<file path="src/rtl/pll_apb_cfg.sv">
// Single-transfer APB master for the PLL reconfiguration port.
// A host command runs one SETUP/ACCESS handshake and returns data or a timeout flag.
module pll_apb_cfg #(
    parameter int TIMEOUT_CYC = 64
) (
    input  logic        clk,
    input  logic        rst,
    input  logic        cmd_valid,
    output logic        cmd_ready,
    input  logic        cmd_write,
    input  logic [4:0]  cmd_addr,
    input  logic [15:0] cmd_wdata,
    output logic        rsp_valid,
    output logic [15:0] rsp_rdata,
    output logic        rsp_err,
    output logic        busy,
    output logic [7:0]  err_cnt,
    output logic        apb_sel,
    output logic        apb_en,
    output logic        apb_write,
    output logic [4:0]  apb_addr,
    output logic [15:0] apb_wdata,
    input  logic [15:0] apb_rdata,
    input  logic        apb_ready
);

    typedef enum logic [1:0] {
        IDLE   = 2'd0,
        SETUP  = 2'd1,
        ACCESS = 2'd2,
        RESP   = 2'd3
    } state_t;

    localparam logic [7:0] TIMEOUT_LIM = 8'(TIMEOUT_CYC);

    state_t      state;
    state_t      state_next;
    logic        out_of_reset;
    logic        hold_write;
    logic [4:0]  hold_addr;
    logic [15:0] hold_wdata;
    logic [7:0]  wait_cnt;
    logic        accept;
    logic        ready_hit;
    logic        timeout_hit;

    // out_of_reset keeps cmd_ready low until one clean edge has passed after reset
    assign cmd_ready   = (state == IDLE) & out_of_reset & ~rst;
    assign accept      = cmd_valid & cmd_ready;
    assign busy        = (state != IDLE);
    assign rsp_valid   = (state == RESP);
    assign ready_hit   = (state == ACCESS) & apb_ready;
    assign timeout_hit = (state == ACCESS) & ~apb_ready & (wait_cnt == TIMEOUT_LIM);

    always_ff @(posedge clk) begin
        if (rst) begin
            state        <= IDLE;
            out_of_reset <= 1'b0;
        end else begin
            state        <= state_next;
            out_of_reset <= 1'b1;
        end
    end

    always_comb begin
        state_next = state;
        apb_sel    = 1'b0;
        apb_en     = 1'b0;
        apb_write  = 1'b0;
        apb_addr   = 5'd0;
        apb_wdata  = 16'd0;
        case (state)
            IDLE: begin
                if (accept) begin
                    state_next = SETUP;
                end
            end
            SETUP: begin
                apb_sel    = 1'b1;
                apb_write  = hold_write;
                apb_addr   = hold_addr;
                apb_wdata  = hold_wdata;
                state_next = ACCESS;
            end
            ACCESS: begin
                apb_sel   = 1'b1;
                apb_en    = 1'b1;
                apb_write = hold_write;
                apb_addr  = hold_addr;
                apb_wdata = hold_wdata;
                if (ready_hit || timeout_hit) begin
                    state_next = RESP;
                end
            end
            RESP: begin
                state_next = IDLE;
            end
            default: begin
                state_next = IDLE;
            end
        endcase
    end

    always_ff @(posedge clk) begin
        if (rst) begin
            hold_write <= 1'b0;
            hold_addr  <= 5'd0;
            hold_wdata <= 16'd0;
        end else if (accept) begin
            hold_write <= cmd_write;
            hold_addr  <= cmd_addr;
            hold_wdata <= cmd_wdata;
        end
    end

    // wait_cnt reads 1 during the first ACCESS cycle, so it equals the ACCESS cycle number
    always_ff @(posedge clk) begin
        if (rst) begin
            wait_cnt <= 8'd0;
        end else if (accept) begin
            wait_cnt <= 8'd0;
        end else if (state == SETUP) begin
            wait_cnt <= 8'd1;
        end else if ((state == ACCESS) && (state_next == ACCESS)) begin
            wait_cnt <= wait_cnt + 8'd1;
        end
    end

    always_ff @(posedge clk) begin
        if (rst) begin
            rsp_rdata <= 16'd0;
            rsp_err   <= 1'b0;
            err_cnt   <= 8'd0;
        end else if (ready_hit) begin
            rsp_rdata <= hold_write ? 16'd0 : apb_rdata;
            rsp_err   <= 1'b0;
        end else if (timeout_hit) begin
            rsp_rdata <= 16'd0;
            rsp_err   <= 1'b1;
            if (err_cnt != 8'hFF) begin
                err_cnt <= err_cnt + 8'd1;
            end
        end
    end

endmodule

</file>
<file path="config.mk">
export PLATFORM = sky130hd
export DESIGN_NAME = pll_apb_cfg
export DESIGN_NICKNAME = d
export VERILOG_FILES = /design/src/rtl/pll_apb_cfg.sv
export SDC_FILE = /design/constraint.sdc
export NUM_CORES = 1
export LEC_CHECK = 0
export CORE_ASPECT_RATIO = 0.9
export CORE_UTILIZATION = 47
export DETAILED_ROUTE_END_ITERATION = 16
export GPL_TIMING_DRIVEN = 0
export PLACE_DENSITY = 0.86
export SETUP_SLACK_MARGIN = 0.4
export SKIP_LAST_GASP = 1
export SLEW_MARGIN = 20
export SYNTH_ARGS = -nofsm -noshare
export SYNTH_HDL_FRONTEND = slang
export SYNTH_SLANG_ARGS = --single-unit
</file>
<file path="constraint.sdc">
create_clock -name clk -period 4.4 [get_ports clk]
set_clock_uncertainty 0.15 [all_clocks]
set_input_delay 1.1 -clock clk [delete_from_list [all_inputs] [get_ports clk]]
set_output_delay 1.1 -clock clk [all_outputs]
set_load 0.02 [all_outputs]
</file>
==> flow_summary.ini <==
[route]
dr_total_vias = 2359
drc = 0
viasPerCell = 5.14
routedWlPerCell_um = 13.5
firstDrtPassIters = 4
routed_wl_mm = 6.20
drt_first_iter_violations = 109
drt.antenna.violating_nets = 0

[placed_design]
place.gp.congestion = 0.791
preCtsSetupSlack_ns = 0.639
buffer_ports.inserted = 93
post-dp-hpwl_mm = 4.44

[sta]
rsz0062_at_grt = false
achievable-frequency_mhz = 265
worst_slew_pin_slew_ns = 0.572
slew_viol_final = 0
setup-violations-final = 0
final_min_period_over_clock_period = 0.856
finalCriticalPeriod_ns = 3.77
max_transition_margin = 0.618
hold_viol_final = 0
final.setup.tns_ns = 0
worst_slack_ns = 0.631
final.hold.worst_slack_ns = 0.300

[final_layout]
syn2layout_area_growth_pct = 49.1
post_route_cells_drive_above_1_share = 0.0482
nets = 441
fill_cells = 393
num_antenna_cells = 0

[floorplan]
chipWidth_um = 78.1
placement_rows = 24
fp.dieArea_sq_um = 5510
dieHeight_um = 70.5
core_region_area_sq_um = 4920
initial_utilization = 0.498
boundaryPins = 94

[critical_path]
timing.rr.start = state[0]
crit_top_cell = sky130_fd_sc_hd__clkdlybuf4s50_1
critical_path.startpoint = rst
cp_slowest_cell = sky130_fd_sc_hd__clkdlybuf4s50_1
cp_data_arrival_time_ns = 2.52
critical_path_peak_fanout = 6
crit_path_max_cell_delay_ns = 0.61
timing.critical_path.cells = clkdlybuf4s50_1 > inv_2 > and3_1 > clkdlybuf4s50_1
timing_worst_setup_path_type = in -> out
required_ns = 3.15
start_kind = primary input
end_kind = output pin

[clock_network]
ctsHtreeMaxLevel = 3
tritoncts = built
postCtsSetupRepairBufs = 0
clk_latency_ns = 0.33
clk_root_buffer_cell = sky130_fd_sc_hd__clkbuf_8
cts_inserted_buffers = 9
numClockSinks = 58
clkSlewWorstSetupHoldPaths_ns = 0.06
ctsResizeCount = 0
hold_buffers = 0
cts-root-to-sink-buffers = 2

[pwr]
power_leakage_nw = 1.35
peak_supply_drop_v = 0.000271
power_density_nw_per_um2 = 415
design_power_total_w = 0.00152

[min_path]
holdCritPathClass = reg -> reg
worst_hold_launch = hold_wdata[5]

[global_route]
wire_length_of_the_first_global_routing_pass_mm = 10.5
number_of_antenna_violations_at_the_first_check_in_global_routing = 0
grt_usage = 0.244
grt_remaining_overflow = 0
via_count_of_the_first_global_routing_pass = 2352
maximum_number_of_pins_on_one_net_before_global_route_repair = 11

[synth]
post_synth_num_cell_types = 32
syn_area_per_cell_sq_um = 8.54
post_synth_inst_count = 287
post_synth_instance_area_sq_um = 2450
synth_sequential_area_ratio = 0.474
number_of_synthesized_register_bits = 58
ys.warnings.count = 0
synth_nets = 337

[run_status]
result_of_the_run = completed

[job]
maxCapViolCount = 0
-- per-layer routing --
metal	vias up	track usage	share of wire
met2	97	0.401	0.46
met1	1075	0.293	0.44
met4	0	0.0885	0.011
met3	7	0.0902	0.090
li1	1180	-	-
met5	-	0	0
-- worst paths after layout --
| check | to | slack (ns) | depth (start not counted) |
|---|---|---|---|
| worst min register to register | hold_wdata[5] | 0.30 | 2 |
| worst max register to register | rsp_rdata[9] | 2.02 | 8 |
| worst min-delay path | hold_wdata[5] | 0.30 | 2 |
| worst max-delay path | cmd_ready | 0.63 | 4 |
-- where the power goes --
part	switching [W]	internal, W
logic	0.000245	0.000196
clock network	0.000193	0.000284
registers	0.0000301	0.000568
total	0.000468	0.00105
-- worst max-delay path: cells and delay by family --
family / cells / cell delay, ns
buffers and inverters: 3 / 1.24
and+or+nand+nor: 1 / 0.19
-- state kept, by name (all words and copies together) (netlist names) --
register	cells
hold_write	1
hold_addr	5
err_cnt	8
state	2
rsp_rdata	16
hold_wdata	16
rsp_err	1
wait_cnt	8
out_of_reset	1
-- cell type report --
cell class	instances	area [sq um]	area share
inverter	7	26.3	0.00719
multi-input combinational	205	1190	0.326
buffer	17	72.6	0.0199
tap	65	81.3	0.0223
clock buffer	11	151	0.0414
sequential	58	1160	0.318
timing repair buffer	93	931	0.255
clock inverter	3	40.0	0.0110
-- synth_stat cells --
master / count / area (sq um)
sky130_fd_sc_hd__nor2_1: 25 / 93.8
sky130_fd_sc_hd__a22oi_1: 16 / 120
sky130_fd_sc_hd__o31ai_1: 3 / 22.5
sky130_fd_sc_hd__nand2_1: 49 / 184
sky130_fd_sc_hd__and4_1: 1 / 8.76
sky130_fd_sc_hd__and3_1: 3 / 18.8
sky130_fd_sc_hd__buf_2: 1 / 5.00
sky130_fd_sc_hd__o21ai_0: 4 / 20.0
sky130_fd_sc_hd__mux2i_1: 2 / 20.0
sky130_fd_sc_hd__nor4_4: 1 / 21.3
sky130_fd_sc_hd__a21oi_1: 30 / 150
sky130_fd_sc_hd__clkbuf_1: 15 / 56.3
sky130_fd_sc_hd__buf_6: 1 / 11.3
sky130_fd_sc_hd__nor3b_1: 1 / 7.51
sky130_fd_sc_hd__xnor2_1: 1 / 8.76
sky130_fd_sc_hd__nand3b_1: 1 / 7.51
sky130_fd_sc_hd__a2bb2oi_2: 1 / 15.0
sky130_fd_sc_hd__and2_1: 26 / 163
sky130_fd_sc_hd__nor3_1: 1 / 5.00
sky130_fd_sc_hd__nand2b_1: 1 / 6.26
sky130_fd_sc_hd__ha_1: 8 / 100
sky130_fd_sc_hd__inv_1: 6 / 22.5
sky130_fd_sc_hd__inv_2: 1 / 3.75
sky130_fd_sc_hd__or3_1: 5 / 31.3
sky130_fd_sc_hd__nand4_1: 7 / 43.8
sky130_fd_sc_hd__nor2b_1: 1 / 6.26
sky130_fd_sc_hd__or4_1: 3 / 22.5
sky130_fd_sc_hd__nand4b_1: 2 / 17.5
sky130_fd_sc_hd__o211a_1: 2 / 20.0
sky130_fd_sc_hd__xor2_1: 6 / 52.6
sky130_fd_sc_hd__nand3_1: 5 / 25.0
sky130_fd_sc_hd__dfxtp_1: 58 / 1160
-- cell usage in the layout, fill, tap and decap left out, drive strengths merged, types with 3 or more instances in the layout --
master and n:
and3 3, xor2 6, ha 8, nand3 5, or4 3, a21oi 30, a22oi 16, o31ai 3
clkbuf 26, nor2 25, and2 26, clkdlybuf4s50 93, o21ai 4, nand2 49, dfxtp 58, inv 7
or3 5, nand4 7
-- cell families after synthesis --
| family | after synthesis | share of synthesized area |
|---|---|---|
| simple gates | 132 | 0.270 |
| compound gates | 56 | 0.142 |
| flops | 58 | 0.474 |
| buf+inv | 24 | 0.0403 |
| mux | 2 | 0.00817 |
| fa+ha+maj | 8 | 0.0408 |
| xor+xnor | 7 | 0.0250 |
-- stage by stage --
| stage | instance area (sq um) | instances | utilization |
|---|---|---|---|
| after floorplan | 2450 | 287 | - |
| after global placement | 3460 | 445 | 0.703 |
| after detailed placement | 3460 | 445 | 0.703 |
| after CTS | 3650 | 459 | 0.742 |
| after global routing | 3650 | 459 | 0.742 |
| final | 3650 | 459 | 0.742 |
No activity file was read; power rests on OpenSTA's default activity.
